File: config.mk
export PLATFORM = sky130hd
export DESIGN_NAME = alu_exec_ctrl
export DESIGN_NICKNAME = d
export VERILOG_FILES = /design/src/rtl/alu_exec_ctrl_pkg.sv /design/src/rtl/alu_exec_ctrl_operand_sel.sv /design/src/rtl/alu_exec_ctrl.sv
export SDC_FILE = /design/constraint.sdc
export NUM_CORES = 1
export LEC_CHECK = 0
export BUFFER_PORTS_ARGS = -buffer_cell sky130_fd_sc_hd__buf_2
export CORE_MARGIN = 4
export CORE_UTILIZATION = 51
export CTS_BUF_LIST = sky130_fd_sc_hd__clkbuf_8
export CTS_CLUSTER_SIZE = 20
export DETAILED_ROUTE_END_ITERATION = 10
export HOLD_SLACK_MARGIN = 0.05
export PLACE_DENSITY = 0.93
export SYNTH_ARGS = -nofsm -noshare
export SYNTH_HDL_FRONTEND = slang
export SYNTH_SLANG_ARGS = --single-unit
File: constraint.sdc
create_clock -name clk -period 2.3 [get_ports clk]
set_input_delay 0.69 -clock clk [delete_from_list [all_inputs] [get_ports clk]]
set_output_delay 0.69 -clock clk [all_outputs]
set_load 0.1 [all_outputs]
File: src/rtl/alu_exec_ctrl_pkg.sv
// alu_exec_ctrl_pkg: opcode/opext constants, FSM states, PSR bit
// positions and the instruction retire classification.
package alu_exec_ctrl_pkg;

  localparam logic [3:0] OP_RR    = 4'b0000;
  localparam logic [3:0] OP_ADDI  = 4'b0101;
  localparam logic [3:0] OP_ADDUI = 4'b0110;
  localparam logic [3:0] OP_ADDCI = 4'b0111;
  localparam logic [3:0] OP_IMM8  = 4'b1000;
  localparam logic [3:0] OP_SUBI  = 4'b1001;
  localparam logic [3:0] OP_R2    = 4'b1010;
  localparam logic [3:0] OP_CMPI  = 4'b1011;
  localparam logic [3:0] OP_MOVI  = 4'b1101;
  localparam logic [3:0] OP_IMM14 = 4'b1110;

  localparam logic [3:0] EXT_AND    = 4'b0001;
  localparam logic [3:0] EXT_OR     = 4'b0010;
  localparam logic [3:0] EXT_XOR    = 4'b0011;
  localparam logic [3:0] EXT_ADD    = 4'b0101;
  localparam logic [3:0] EXT_ADDU   = 4'b0110;
  localparam logic [3:0] EXT_ADDC   = 4'b0111;
  localparam logic [3:0] EXT_SUB    = 4'b1001;
  localparam logic [3:0] EXT_CMP    = 4'b1011;
  localparam logic [3:0] EXT_MOV    = 4'b1101;
  localparam logic [3:0] EXT_CMPU   = 4'b0010;
  localparam logic [3:0] EXT_ADDCU  = 4'b0101;
  localparam logic [3:0] EXT_ADDCUI = 4'b0110;

  localparam int PSR_C = 4;
  localparam int PSR_F = 2;

  typedef enum logic [2:0] {
    S_IDLE, S_READ, S_LOAD, S_EXEC, S_EXEC2, S_WB
  } state_t;

  typedef enum logic [1:0] {K_NONE, K_WB, K_CMP} kind_t;

  function automatic kind_t f_kind(input logic [15:0] i);
    kind_t k;
    k = K_NONE;
    case (i[15:12])
      OP_RR:
        case (i[7:4])
          EXT_CMP: k = K_CMP;
          EXT_AND, EXT_OR, EXT_XOR, EXT_ADD, EXT_ADDU,
          EXT_ADDC, EXT_SUB, EXT_MOV: k = K_WB;
          default: k = K_NONE;
        endcase
      OP_R2:
        case (i[7:4])
          EXT_CMPU: k = K_CMP;
          EXT_ADDCU, EXT_ADDCUI: k = K_WB;
          default: k = K_NONE;
        endcase
      OP_CMPI: k = K_CMP;
      OP_ADDI, OP_ADDUI, OP_ADDCI, OP_IMM8,
      OP_SUBI, OP_MOVI, OP_IMM14: k = K_WB;
      default: k = K_NONE;
    endcase
    return k;
  endfunction

  function automatic logic f_addc(input logic [15:0] i);
    return (i[15:12] == OP_RR && i[7:4] == EXT_ADDC) ||
           (i[15:12] == OP_ADDCI) ||
           (i[15:12] == OP_R2 &&
            (i[7:4] == EXT_ADDCU || i[7:4] == EXT_ADDCUI));
  endfunction

endpackage

File: src/rtl/alu_exec_ctrl_operand_sel.sv
// alu_exec_ctrl_operand_sel: immediate extension and the
// op_a/op_b source mux used when operands are loaded.
module alu_exec_ctrl_operand_sel
  import alu_exec_ctrl_pkg::*;
#(
  parameter int DATA_W = 16
) (
  input  logic [3:0]        i_op,
  input  logic [7:0]        i_imm8,
  input  logic [DATA_W-1:0] i_ra,
  input  logic [DATA_W-1:0] i_rb,
  output logic [DATA_W-1:0] o_a,
  output logic [DATA_W-1:0] o_b
);

  logic [DATA_W-1:0] w_sx;
  logic [DATA_W-1:0] w_zx;
  logic [DATA_W-1:0] w_imm;
  logic              w_imm_form;

  assign w_sx = {{(DATA_W-8){i_imm8[7]}}, i_imm8};
  assign w_zx = {{(DATA_W-8){1'b0}}, i_imm8};

  always_comb begin
    w_imm_form = 1'b0;
    w_imm      = w_sx;
    case (i_op)
      OP_ADDI, OP_ADDCI, OP_SUBI, OP_CMPI: w_imm_form = 1'b1;
      OP_ADDUI, OP_IMM8, OP_IMM14: begin
        w_imm_form = 1'b1;
        w_imm      = w_zx;
      end
      default: w_imm_form = 1'b0;
    endcase
  end

  assign o_b = w_imm_form ? w_imm : i_rb;

  always_comb begin
    unique case (1'b1)
      i_op == OP_MOVI:                         o_a = w_sx;
      i_op == OP_RR && i_imm8[7:4] == EXT_MOV: o_a = i_rb;
      default:                                 o_a = i_ra;
    endcase
  end

endmodule

File: src/rtl/alu_exec_ctrl.sv
// alu_exec_ctrl: issue -> regfile read -> ALU -> writeback sequencer,
// owns the PSR and resolves ADDC carry-in with a second ADDU pass.
module alu_exec_ctrl
  import alu_exec_ctrl_pkg::*;
#(
  parameter int DATA_W = 16,
  parameter int REG_AW = 4
) (
  input  logic              clk,
  input  logic              reset,
  input  logic              instr_valid,
  output logic              instr_ready,
  input  logic [15:0]       instr,
  output logic [REG_AW-1:0] rf_ra_addr,
  output logic [REG_AW-1:0] rf_rb_addr,
  input  logic [DATA_W-1:0] rf_ra_data,
  input  logic [DATA_W-1:0] rf_rb_data,
  output logic              rf_we,
  output logic [REG_AW-1:0] rf_waddr,
  output logic [DATA_W-1:0] rf_wdata,
  output logic [DATA_W-1:0] alu_a,
  output logic [DATA_W-1:0] alu_b,
  output logic [3:0]        alu_opcode,
  output logic [3:0]        alu_opext,
  input  logic [DATA_W-1:0] alu_s,
  input  logic [4:0]        alu_flags,
  output logic [4:0]        psr,
  output logic              done
);

  state_t            r_state;
  logic [15:0]       r_instr;
  logic [DATA_W-1:0] r_alu_a;
  logic [DATA_W-1:0] r_alu_b;
  logic [DATA_W-1:0] r_res;
  logic [3:0]        r_alu_op;
  logic [3:0]        r_alu_ext;
  logic [4:0]        r_flg;
  logic [4:0]        r_psr;
  logic              r_a_msb;
  logic              r_b_msb;
  logic              r_c2;
  logic              r_ready;

  logic [DATA_W-1:0] w_sel_a;
  logic [DATA_W-1:0] w_sel_b;
  kind_t             w_kind;
  logic              w_addc;
  logic              w_addc_c;
  logic              w_ov;
  logic [4:0]        w_addc_psr;

  alu_exec_ctrl_operand_sel #(.DATA_W(DATA_W)) u_sel (
    .i_op   (r_instr[15:12]),
    .i_imm8 (r_instr[7:0]),
    .i_ra   (rf_ra_data),
    .i_rb   (rf_rb_data),
    .o_a    (w_sel_a),
    .o_b    (w_sel_b)
  );

  assign w_kind = f_kind(r_instr);
  assign w_addc = f_addc(r_instr);

  // ADDC flags: carry from either pass, overflow over the final sum
  always_comb begin
    w_addc_c = r_flg[PSR_C] | r_c2;
    w_ov = (~r_a_msb & ~r_b_msb & r_res[DATA_W-1]) |
           (r_a_msb & r_b_msb & ~r_res[DATA_W-1]);
    w_addc_psr = '0;
    w_addc_psr[PSR_C] = w_addc_c;
    unique case (1'b1)
      r_instr[15:12] == OP_R2 && r_instr[7:4] == EXT_ADDCU:
        w_addc_psr[PSR_F] = 1'b0;
      r_instr[15:12] == OP_R2 && r_instr[7:4] == EXT_ADDCUI:
        w_addc_psr[PSR_F] = w_addc_c;
      default:
        w_addc_psr[PSR_F] = w_ov;
    endcase
  end

  always_ff @(posedge clk) begin
    if (reset) begin
      r_state   <= S_IDLE;
      r_instr   <= '0;
      r_alu_a   <= '0;
      r_alu_b   <= '0;
      r_res     <= '0;
      r_alu_op  <= '0;
      r_alu_ext <= '0;
      r_flg     <= '0;
      r_psr     <= '0;
      r_a_msb   <= 1'b0;
      r_b_msb   <= 1'b0;
      r_c2      <= 1'b0;
      r_ready   <= 1'b0;
    end else begin
      unique case (r_state)
        S_IDLE: begin
          if (instr_valid && r_ready) begin
            r_instr <= instr;
            r_ready <= 1'b0;
            r_state <= S_READ;
          end else begin
            r_ready <= 1'b1;
          end
        end
        S_READ: r_state <= S_LOAD;
        S_LOAD: begin
          r_a_msb   <= w_sel_a[DATA_W-1];
          r_b_msb   <= w_sel_b[DATA_W-1];
          r_alu_a   <= w_sel_a;
          r_alu_b   <= w_sel_b;
          r_alu_op  <= r_instr[15:12];
          r_alu_ext <= r_instr[7:4];
          r_state   <= S_EXEC;
        end
        S_EXEC: begin
          r_res <= alu_s;
          r_flg <= alu_flags;
          r_c2  <= 1'b0;
          if (w_addc) begin
            r_alu_a   <= alu_s;
            r_alu_b   <= {{(DATA_W-1){1'b0}}, r_psr[PSR_C]};
            r_alu_op  <= OP_RR;
            r_alu_ext <= EXT_ADDU;
            r_state   <= S_EXEC2;
          end else begin
            r_state <= S_WB;
          end
        end
        S_EXEC2: begin
          r_res   <= alu_s;
          r_c2    <= alu_flags[PSR_C];
          r_state <= S_WB;
        end
        S_WB: begin
          if (w_addc) r_psr <= w_addc_psr;
          else if (w_kind != K_NONE) r_psr <= r_flg;
          r_ready <= 1'b1;
          r_state <= S_IDLE;
        end
        default: r_state <= S_IDLE;
      endcase
    end
  end

  assign instr_ready = r_ready;
  assign rf_ra_addr  = r_instr[11:8];
  assign rf_rb_addr  = r_instr[3:0];
  assign rf_waddr    = r_instr[11:8];
  assign rf_wdata    = r_res;
  assign done        = (r_state == S_WB);
  assign rf_we       = done && (w_kind == K_WB);
  assign alu_a       = r_alu_a;
  assign alu_b       = r_alu_b;
  assign alu_opcode  = r_alu_op;
  assign alu_opext   = r_alu_ext;
  assign psr         = r_psr;

endmodule
# Word level (Yosys, flattened, before mapping)
# Memory sizes are Yosys's and may differ from the RTL's. A register that Yosys moved wholly into a read port is not among the register bits.
# Cells that the tools add are included.
classes:
  eq_ne: 22
  n_bitwise: 9
  n_reduce_logical: 25
  muxes: 25
ops:
  columns: ["op", "count"]
  rows:
  - ["$pmux W16 S2", 3]
  - ["$mux W16", 4]
  - ["$eq A4 B4 Y1 const B", 7]
  - ["$eq A4 B3 Y1 const B", 6]
  - ["$mux W4", 4]
  - ["$pmux W4 S2", 2]
  - ["$pmux W3 S5", 1]
  - ["$reduce_or A7 Y1", 2]
  - ["$mux W5", 2]
  - ["$reduce_bool A2 Y1", 5]
  - ["$pmux W2 S4", 1]
  - ["$logic_and A1 B1 Y1", 7]
  - ["$eq A3 B2 Y1 const B", 2]
  - ["$eq A3 B3 Y1 const B", 2]
  - ["$pmux W1 S2", 3]
  - ["$reduce_and A2 Y1", 3]
  - ["$and A1 B1 Y1", 4]
  - ["$eq A4 B2 Y1 const B", 1]
  - ["$logic_not A4 Y1", 1]
  - ["$ne A2 B2 Y1 const B", 2]
  - ["$pmux W2 S2", 1]
  - ["$reduce_or A2 Y1", 2]
  - ["$eq A3 B1 Y1 const B", 1]
  - ["$logic_not A3 Y1", 1]
  - ["7 further kinds", 14]
totals:
  n_memories: 1
  elab_cells: 95
  rom_bits: 32
  input_bits: 72
  ff_bits: 89
mem_list:
  columns: ["name", "depth", "word_bits", "rd", "rd_ports_with_merged_regs", "write_ports", "line_no", "rtl"]
  rows:
  - ["(name not given)", 16, 2, 1, 1, 0, "alu_exec_ctrl_pkg.sv:43", "case (i[7:4])"]

# Longest topological paths before layout
# Gate-level depths: netlist (run 1).
depth:
  word_depth: 7
  ltp_mapped: 10
  depth_no_buf: 7

# Cells and area by module
# From an unflattened synthesis (run 1), not the netlist that was laid out.
hier_totals:
  cells_unflattened: 495
  hier_area_um2: 4366.7
by_module_without_submodules:
  columns: ["module", "area_each_um2", "cells_each", "seq_area_each_um2", "instances"]
  rows:
  - ["alu_exec_ctrl", 3836.2, 437, 1821.7, 1]
  - ["alu_exec_ctrl_operand_sel", 530.5, 58, 0.0, 1]

# Worst setup path before layout (run 1)
# OpenSTA, ideal clock, no wires.
synth_timing:
  kind: "register -> output"
  start: "register r_state[2]"
  end: "output rf_we"
  setup_slack_ns: -1.153
  path_stages_with_launch: 8
  n_path_buf: 1
  arrival_time_ns: 2.763
  path_cell_list: "dfxtp_1 clkbuf_1 inv_1 nor2_1 nand2_1 clkinv_1 nand2_1 nor2_1"
synth_via:
  elab_chain_cells: 2
synth_rtl:
  columns: ["item", "line_no", "rtl"]
  rows:
  - ["start, declared", "alu_exec_ctrl.sv:31", "state_t r_state;"]
  - ["start signal, assigned", "alu_exec_ctrl.sv:84", "r_state <= S_IDLE;"]
  - ["start signal, assigned", "alu_exec_ctrl.sv:103", "r_state <= S_READ;"]
  - ["start signal, assigned", "alu_exec_ctrl.sv:108", "S_READ: r_state <= S_LOAD;"]
  - ["$eq A3 B3 Y1", "alu_exec_ctrl.sv:153", "assign done = (r_state == S_WB);"]
  - ["via done", "alu_exec_ctrl.sv:28", "output logic done"]
  - ["$logic_and A1 B1 Y1", "alu_exec_ctrl.sv:154", "assign rf_we = done && (w_kind == K_WB);"]
  - ["end, declared", "alu_exec_ctrl.sv:18", "output logic rf_we,"]
# The timed path passes the listed nets, and every way through them passes these cells.

# Final worst setup path (run 1)
layout_timing:
  start: "register r_instr[4]"
  end: "output rf_we"
layout_via:
  elab_chain_cells: 6
layout_rtl:
  columns: ["item", "line_no", "rtl"]
  rows:
  - ["start, declared", "alu_exec_ctrl.sv:32", "logic [15:0] r_instr;"]
  - ["start signal, assigned", "alu_exec_ctrl.sv:101", "r_instr <= instr;"]
  - ["$eq A4 B3 Y1", "alu_exec_ctrl_pkg.sv:50", "case (i[7:4])"]
  - ["$reduce_or A2 Y1", "alu_exec_ctrl_pkg.sv:50", null]
  - ["$pmux W2 S2 *", "alu_exec_ctrl_pkg.sv:50", null]
  - ["$pmux W2 S4 *", "alu_exec_ctrl_pkg.sv:41", "case (i[15:12])"]
  - ["$eq A2 B1 Y1 *", "alu_exec_ctrl.sv:154", null]
  - ["$logic_and A1 B1 Y1 *", "alu_exec_ctrl.sv:154", null]
# Every way passes the cells marked *; elsewhere a longest branch is shown, timed or not.

==> metrics, run 1 <==
I/O pins around 150; total gr overflow 0; Post-Route Utilization 67.4%; Multi-input gate area 2040 um^2; P_sw between 1.5 and 2 mW; Slew Viols, Final 0; power density over cell area 815 nW/um^2; initial antenna violation count 0; crit share post-route 113%; Mapped Area about 4000 um^2; DP Worst Slack around 0.0075 ns; CTS tree done; GPL Wtd Cong about 1.0; Post-Syn Nets between 500 and 600; async set or reset register ratio after synthesis 0%; DP HPWL just over 9000 um; port buffer count 147; P&R area growth vs syn 27.4%; Synth Instances slightly above 500; Post-synth EDFFs 0; class of the worst hold path register to register; Die H 97.8 um; Placed Cells 735; Tot Pwr about 4.3 mW; #FFs+latches synth a little over 90; Pre-antenna DRT Iters 5; final setup fails 1; critical path arrival around 1.9 ns; wire per inst between 15 and 20 um; top_reg_cell synth dfxtp_1; First DRT Iteration DRCs between 300 and 400; worst r2r src r_instr[6]; r2r endpoint alu_a[10]; Starting Density 52.9%; H-tree depth 3; die area 9560 um^2; Reg power frac 41.5%; Max transition margin 43.7%; fin nets 718; Core ar. 7770 um^2; clk_skew around 0.011 ns; clock buffer depth 2; sw frac 41.0%; Least-Margin Pin Slew between 0.8 and 0.9 ns; final instance area between 5000 and 6000 um^2; Via-to-Cell Ratio 5.74; Num CTS Buffers 9; Root Driver clkbuf_8; final std cells w/o fill between 700 and 800; FMAX ~390 MHz; Netlist cell types 50; # clock sinks 91; Critical Path Start Type register; final WL about 13,000 um; Fill cells between 600 and 700; end of the worst hold path rf_wdata[7]; Avg Inst Size Synth just over 8 um^2; RSZ-0062 raised after global routing yes; CTS clock-pin slew for the worst setup and hold paths about 0.090 ns; global-route usage over all layers between 20% and 30%; DR DRC count 0; Vias between 4,000 and 5,000; outcome complete, but fails checks; largest net degree at the start of global routing 46; register area share after synthesis between 40% and 50%; crit path kind register to output pin; internal power around 2.5 mW; r2r setup slk 0.08 ns; Clk pwr share between 20% and 30%; combinational cell fraction of total power 34.3%; first-pass GRT wire length slightly below 20,000 um; n_diodes 0; setup_tns -0.293 ns; min Tclk post-route between 2 and 3 ns; hold_sp rf_wdata[7]; leakage power about 2.2 nW; worst hold path cell count 2; IR drop worst, VDD ~540 uV; hold_ws between 0.4 and 0.5 ns; Detail Route Antenna Nets 0; Worst EP required approximately 1.6 ns; Max Cap Viol 0; Syn. warnings 0; register area roughly 1800 um^2; final hold viol count 0; Reg2Reg Depth 8; dpl cell area about 5000 um^2; share of post-route cells with drive strength above 1 33.0%; Crit Path Max Fanout 2; Worst setup EP type output pin; Clock Latency Late Sink between 0.3 and 0.4 ns; Placement Rows 32; failing checks negative setup slack; setup ws final -0.293 ns; vias in the first global route around 4,000; Die Width 97.8 um
==> sequential cells by signal, summed over array words and instances (netlist names), 3 cells and up, named ones only <==
register / count
alu_a: 16
alu_b: 16
r_instr: 16
rf_wdata: 16
psr: 5
r_flg: 5
alu_opcode: 4
alu_opext: 4
r_state: 3
==> worst max-delay path by stage <==
stage | from | end | slack (ns) | cells after the start
after floorplan | r_state[2] | rf_we | 0.02 | 7
final | r_instr[4] | rf_we | -0.29 | 6
after detailed placement | r_instr[4] | rf_we | 0.008 | 6
after global placement | r_instr[4] | rf_we | 0.02 | 6
after CTS | r_instr[4] | rf_we | -0.27 | 6
after global routing | r_instr[4] | rf_we | -0.34 | 6
==> power by group through the flow <==
stage                     Sequential (mW)  Combinational, mW  Clock, mW
final                                1.77               1.46       1.03
after global routing                 1.79               1.53       1.11
after CTS                            1.77               1.45       1.05
after detailed placement             1.80               1.44          0
after global placement               1.79               1.42          0
after floorplan                      2.33              0.611          0
==> final cells by class <==
| type | count | share of cell area (%) |
|---|---|---|
| multi-input cells | 355 | 38.9 |
| flip-flops and latches | 91 | 34.9 |
| repair buffers | 181 | 19.7 |
| well taps | 102 | 2.44 |
| clock buffers | 9 | 2.37 |
| clock inverters | 5 | 1.08 |
| inverters | 8 | 0.669 |
==> layer usage <==
metal | track usage [%] | part of all wire (%) | vias to the layer above
met3 | 5.71 | 9.3 | 33
met2 | 42.0 | 48 | 228
met1 | 31.1 | 39 | 2010
li1 | - | - | 2038
met4 | 10.2 | 3.2 | 0
met5 | 0 | 0 | -
==> what timing repair did <==
item                       CTS  global route
gates cloned                 0             1
resized for setup            7             8
setup endpoints to repair    1            34
hold buffers                 0             0
setup buffers                0             1
pin swaps                    0             5
==> cell usage after synthesis (3+ instances only) <==
library cell    n  share of area (%)
nand3_1         4               0.49
nand2b_1        8                1.2
clkbuf_1       20                1.8
nand4_1         3               0.46
o21ai_0        11                1.3
buf_2          12                1.5
o31ai_1         8                1.5
nand3b_1        7                1.3
nor2_1         34                3.1
a22o_1          6                1.3
buf_4          13                2.4
a221o_1        15                3.7
and4b_1         4               0.97
nand2_1       109                 10
nor3_1          7               0.85
dfxtp_1        91                 44
inv_1           6               0.55
a211oi_1        3               0.55
a21oi_1        72                8.8
buf_6           3               0.82
or3_1          12                1.8
mux2i_1        13                3.2
o211ai_1        9                1.6
==> cell families (layout without fill, tap and decap cells) <==
family | count (synthesis) | after routing | share of synthesized area [%]
simple gates | 200 | 201 | 22.8
flops | 91 | 91 | 44.3
mux | 13 | 13 | 3.17
compound gates | 138 | 138 | 21.6
buf+inv | 59 | 203 | 7.52
xor+xnor | 3 | 3 | 0.639
==> placed cells by master, fill, tap and decap left out, types with 2 or more instances in the layout <==
| cell | instances |
|---|---|
| buf_2 | 145 |
| nand2_1 | 108 |
| dfxtp_1 | 88 |
| a21oi_1 | 72 |
| buf_4 | 33 |
| nor2_1 | 32 |
| a221o_1 | 15 |
| mux2i_1 | 13 |
| or3_1 | 12 |
| o21ai_0 | 11 |
| o211ai_1 | 9 |
| clkbuf_8 | 9 |
| o31ai_1 | 8 |
| nand2b_1 | 7 |
| nor3_1 | 7 |
| nand3b_1 | 7 |
| inv_1 | 6 |
| a22o_1 | 6 |
| nand3_1 | 4 |
| and4b_1 | 4 |
| a211oi_1 | 3 |
| nand4_1 | 3 |
| buf_12 | 3 |
| dfxtp_2 | 3 |
| nor2_2 | 2 |
| clkinv_4 | 2 |
| and2_1 | 2 |
| xor2_1 | 2 |
| a31oi_1 | 2 |
| nor3b_1 | 2 |
| o21ai_1 | 2 |
| a2111oi_0 | 2 |
| clkinv_2 | 2 |
==> worst max-delay path, cell delays in order (launching register included) <==
cell and delay [ns]:
dfxtp_2 0.33, nand2b_4 0.14, or4b_4 0.54, a31o_4 0.26, nand2_4 0.06, nor2_4 0.04, buf_12 0.17
No activity file was read; power rests on OpenSTA's default activity.
==> run 2, diff against run 1 <==
==> constraint.sdc (replaced) <==
create_clock -name clk -period 2.3 [get_ports clk]
set_input_delay 0.345 -clock clk [delete_from_list [all_inputs] [get_ports clk]]
set_output_delay 0.345 -clock clk [all_outputs]
set_load 0.1 [all_outputs]
==> metrics, run 2 (synthesis results as in run 1) <==
final std cells w/o fill 748 (-0.40%); H-tree depth 3 (unchanged); hold_buf cts 0 (unchanged); FMAX 440 MHz (+14%); largest net degree at the start of global routing 48 (+4.3%); Starting Density 52.9% (unchanged); power density over cell area 811 nW/um^2 (-0.46%); clk_skew 0.0123 ns (+0.00116 ns); Worst setup EP type output pin; leakage power 2.21 nW (-1.0%); crit share post-route 98.8% (-14 points); Via-to-Cell Ratio 5.81 (+1.2%); hold_ws 0.212 ns (-0.242 ns); setup ws final 0.0287 ns (+0.322 ns); clock buffer depth 2 (unchanged); Slowest-stage cell, CP or4b_4; die area 9560 um^2 (unchanged); worst setup path start r_instr[13]; CTS tree done; DR DRC count 0 (unchanged); Top Family by Delay on Critical Path simple AND/OR/NAND/NOR gates; share of post-route cells with drive strength above 1 33.4% (+0.46 points); worst r2r src r_instr[13]; min Tclk post-route 2.27 ns (-0.322 ns); Worst EP required 1.96 ns (+0.35 ns); worst-path cell chain and2_4, or4b_4, a31o_4, nand2_4, nor2_4, buf_12; first-pass GRT wire length 19,800 um (+1.4%); r2r setup slk 0.06 ns (-0.02 ns); fin nets 713 (-0.70%); wire per inst 17.4 um (+4.1%); Reg2Reg Depth 8 (unchanged); final hold viol count 0 (unchanged); IR drop worst, VDD 387 uV (-28%); I/O pins 148 (unchanged); Crit Path Max Fanout 6 (+4); Clock Latency Late Sink 0.36 ns (about the same); Num CTS Buffers 9 (unchanged); port buffer count 147 (unchanged); DP Worst Slack 0.0164 ns (+0.00884 ns); class of the worst hold path input port to register; Vias 4,343 (+0.79%); r2r endpoint psr[2]; Die H 97.8 um (unchanged); Worst path depth 6 (unchanged); CP endpoint rf_we; total gr overflow 0 (unchanged); Max transition margin 42.9% (-0.79 points); Least-Margin Pin Slew 0.853 ns (+0.0117 ns); final setup fails 0 (-1); critical path arrival 1.93 ns (+0.03 ns); CP max stage delay 0.46 ns (-0.08 ns); n_diodes 0 (unchanged); Core ar. 7770 um^2 (unchanged); # clock sinks 91 (unchanged); Pre-antenna DRT Iters 5 (unchanged); Placement Rows 32 (unchanged); Tot Pwr 4.22 mW (-1.3%); commonest cells after routing, fill and taps aside buf_2, nand2_1, dfxtp_1, a21oi_1, nor2_1; initial antenna violation count 0 (unchanged); Slew Viols, Final 0 (unchanged); vias in the first global route 4,156 (+3.6%); Critical Path Start Type register; First DRT Iteration DRCs 257 (-29%); Detail Route Antenna Nets 0 (unchanged); Max Cap Viol 0 (unchanged); CP Buf/Inv Count 1 (unchanged); Root Driver clkbuf_8; global-route usage over all layers 25.5% (+0.47 points); P&R area growth vs syn 26.4%; Fill cells 654 (+3.3%); DP HPWL 9630 um (+3.1%); Die Width 97.8 um (unchanged); Placed Cells 724 (-1.5%); final WL 13,000 um (+3.7%); commonest non-fill, non-tap cell in the layout buf_2; GPL Wtd Cong 0.957 (-3.8%); Post-Route Utilization 66.9% (-0.55 points); CTS clock-pin slew for the worst setup and hold paths 0.09 ns (about the same); crit path kind register to output pin; outcome complete, no violations
-- run 2: cell type report --
| cell class | count | area [um^2] | area share (%) |
|---|---|---|---|
| Sequential cell | 91 | 1840 | 35.5 |
| Timing Repair Buffer | 177 | 982 | 18.9 |
| Multi-Input combinational cell | 354 | 2030 | 39.1 |
| Clock inverter | 6 | 41.3 | 0.795 |
| Tap cell | 102 | 128 | 2.46 |
| Inverter | 8 | 31.3 | 0.602 |
| Clock buffer | 10 | 138 | 2.65 |
-- run 2: metrics by stage --
stage	TNS (ns)	area, um^2
global route	-0.0359	5190
global placement	0	4870
floorplan	0	4120
detailed placement	0	4870
finish	0	5190
CTS	-0.0468	5070
-- run 2: how the worst min path moves through the flow --
stage	start	end	depth (start not counted)
6_report	instr[15]	r_instr[15]	3
5_1_grt	alu_flags[0]	r_flg[0]	3
4_1_cts	instr[13]	r_instr[13]	3
3_5_place_dp	alu_a[7]	alu_a[7]	2
3_3_place_gp	rf_wdata[4]	rf_wdata[4]	2
2_1_floorplan	r_flg[2]	r_flg[2]	2
-- run 2: what timing repair did --
action,CTS,global route
setup buffers,0,8
gates cloned,0,0
gates resized for setup,10,19
pin swaps,0,4
endpoints found under the setup margin,17,12
-- run 2: power by group --
part	switching, mW	internal, mW	leakage (nW)
clock network	0.572	0.422	0.0901
registers	0.107	1.69	0.742
logic	1.10	0.324	1.38
-- run 2: worst reg2reg max path: cells and delay by family (launching register included) --
kind	cells	cell delay, ns
AOI/OAI and AO/OA	2	0.65
muxes	1	0.09
buffers and inverters	2	0.27
DFF	1	0.39
and+or+nand+nor	3	0.73
-- run 2: layer usage --
layer / GRT usage, % / share of wire, %
met3: 6.79 / 8.6
met2: 43.7 / 49
met5: 0 / 0
met4: 12.2 / 4.2
met1: 29.5 / 38
==> run 3, diff against run 2 <==
--- a/config.mk
+++ b/config.mk
@@ -6,8 +6,9 @@
 export NUM_CORES = 1
 export LEC_CHECK = 0
 export BUFFER_PORTS_ARGS = -buffer_cell sky130_fd_sc_hd__buf_2
+export CORE_ASPECT_RATIO = 0.8
 export CORE_MARGIN = 4
-export CORE_UTILIZATION = 51
+export CORE_UTILIZATION = 52
 export CTS_BUF_LIST = sky130_fd_sc_hd__clkbuf_8
 export CTS_CLUSTER_SIZE = 20
 export DETAILED_ROUTE_END_ITERATION = 10
@@ -15,4 +16,5 @@
 export PLACE_DENSITY = 0.93
 export SYNTH_ARGS = -nofsm -noshare
 export SYNTH_HDL_FRONTEND = slang
+export SYNTH_HIERARCHICAL = 1
 export SYNTH_SLANG_ARGS = --single-unit
==> metrics, run 3 <==
Detail Route Antenna Nets 0 (unchanged); Synth top area share 41.7% (-2.6 points); class of the worst hold path input port to register; Syn. warnings 6 (+6); Max transition margin 27.1% (-16 points); #FFs+latches synth 91 (unchanged); Pre-antenna DRT Iters 8 (+3); Netlist cell types 54 (+8.0%); FMAX 445 MHz (+1.0%); clock buffer depth 2 (unchanged); Reg power frac 39.5% (-3.2 points); Max Cap Viol 0 (unchanged); CP dominant cell by count nor3b_4; initial antenna violation count 0 (unchanged); internal power 2.54 mW (+4.2%); P_sw 2.05 mW (+15%); Slew Viols, Final 0 (unchanged); Least-Margin Pin Slew 1.09 ns (+0.233 ns); Post-Syn Nets 567 (-1.6%); CTS clock-pin slew for the worst setup and hold paths 0.10 ns (about the same); Post-synth top cells dfxtp_1, nand2_1, nor2_1; Worst setup EP type output pin; Worst EP required 1.96 ns (about the same); Placement Rows 29 (-9.4%); critical path arrival 1.90 ns (-0.03 ns); setup_tns 0 ns (unchanged); commonest non-fill, non-tap cell in the layout buf_2; final setup fails 0 (unchanged); Clock Latency Late Sink 0.38 ns (+0.02 ns); async set or reset register ratio after synthesis 0% (unchanged); area leader, netlist dfxtp_1; hold_ws 0.193 ns (-0.0187 ns); worst-path cell chain buf_8, nor3b_4, nor4b_4, a31oi_2, nor3b_4, buf_12; clk_skew 0.0145 ns (+0.00214 ns); Post-Route Utilization 67.4% (+0.48 points); I/O pins 148 (unchanged); H-tree depth 3 (unchanged); wire per inst 17.5 um (+0.36%); Synth Instances 495 (-1.8%); Die Width 110 um (+13%); Clk pwr share 23.8% (+0.2 points); Tot Pwr 4.59 mW (+8.9%); top cells by area, synth dfxtp_1, nand2_1, mux2i_1; Mapped Area 4370 um^2 (+6.2%); vias in the first global route 4,098 (-1.4%); dpl cell area 5120 um^2 (+5.2%); n_diodes 0 (unchanged); CP max stage delay 0.34 ns (-0.12 ns); Vias 4,257 (-2.0%); Avg Inst Size Synth 8.82 um^2 (+8.2%); final instance area 5430 um^2 (+4.5%); Slowest-stage cell, CP dfxtp_2; register area share after synthesis 41.7% (-2.6 points); largest net degree at the start of global routing 73 (+52%); leakage power 2.50 nW (+13%); commonest cells after routing, fill and taps aside buf_2, dfxtp_1, nand2_1, nor2_1, a21oi_1; P&R area growth vs syn 24.3%; Root Driver clkbuf_8; Starting Density 54.2% (+1.3 points); global-route usage over all layers 24.7% (-0.85 points); first-pass GRT wire length 20,500 um (+3.1%); Top Family by Delay on Critical Path simple AND/OR/NAND/NOR gates; fin nets 699 (-2.0%); top_reg_cell synth dfxtp_1; IR drop worst, VDD 499 uV (+29%); Core ar. 8060 um^2 (+3.7%); hold_buf cts 0 (unchanged); DR DRC count 0 (unchanged); outcome complete, no violations; Via-to-Cell Ratio 5.75 (-0.92%); share of post-route cells with drive strength above 1 38.0% (+4.5 points); die area 9940 um^2 (+3.9%); Critical Path Start Type register; power density over cell area 846 nW/um^2 (+4.3%); final WL 12,900 um (-0.71%); Num CTS Buffers 9 (unchanged); min Tclk post-route 2.25 ns (-0.0230 ns); First DRT Iteration DRCs 313 (+22%); CP Buf/Inv Count 2 (+1); DP HPWL 9400 um (-2.4%); # clock sinks 91 (unchanged); CTS tree done; sw frac 44.7% (+2.5 points); crit share post-route 97.7% (-1.0 points); port buffer count 147 (unchanged); combinational cell fraction of total power 36.7% (+3.0 points); Die H 90.0 um (-8.0%); final hold viol count 0 (unchanged); crit path kind register to output pin; total gr overflow 0 (unchanged); Crit Path Max Fanout 8 (+2); Post-synth EDFFs 0 (unchanged); top-count cell post-synth dfxtp_1; GPL Wtd Cong 0.876 (-8.5%)
==> run 3: cell type report <==
cell class | count | area (um^2)
inverter | 7 | 26.3
sequential | 91 | 1830
clock inverter | 7 | 81.3
timing repair buffer | 173 | 968
fill | 674 | 2630
clock buffer | 9 | 124
tap | 108 | 135
multi-input combinational | 345 | 2260
==> run 3: timing repair <==
action,in CTS,in global routing
buffers inserted,1,9
setup endpoints to repair,1,23
gates resized for setup,0,9
pin swaps,1,2
==> run 3: power by group through the flow <==
stage	registers (mW)	logic [mW]	clock network (mW)
2_1_floorplan	2.49	0.708	0
3_3_place_gp	1.84	1.62	0
3_5_place_dp	1.85	1.65	0
4_1_cts	1.81	1.65	1.11
5_1_grt	1.83	1.76	1.18
6_report	1.82	1.69	1.09
==> run 3: final timing paths <==
check	from	to	slack (ns)	cells after the start
max	r_instr[12]	rf_we	0.05	6
min	instr[3]	r_instr[3]	0.19	3
max reg2reg	r_instr[7]	alu_a[5]	0.14	5
min reg2reg	rf_wdata[1]	rf_wdata[1]	0.46	2
==> run 3: cell families after synthesis <==
logic type | share of synthesized area [%]
multiplexers | 7.79
AO/OA/AOI/OAI | 22.1
XOR/XNOR | 0.802
buffers and inverters | 7.36
AND/OR/NAND/NOR | 20.3
flip-flops | 41.7
==> run 3: worst reg2reg max path: cells and delay by family, from the launching register on <==
family / cells / cell delay [ns]
AOI/OAI and AO/OA: 3 / 0.93
and+or+nand+nor: 1 / 0.52
DFF: 1 / 0.39
muxes: 1 / 0.21
==> run 3: through the flow <==
stage	std cells	worst slack [ns]
after floorplan	495	-0.0228
after global placement	714	0.187
after detailed placement	714	0.0799
after CTS	731	0.00233
after global routing	740	-0.0304
final	740	0.0518
==> run 3: metal layers <==
layer	track usage, %	wire length, um	vias up	share of wire (%)
met1	31.5	5390	2025	42
li1	-	-	1994	-
met3	7.25	1110	26	8.6
met2	41.0	6200	212	48
met4	6.36	239	0	1.8
met5	0	0	-	0
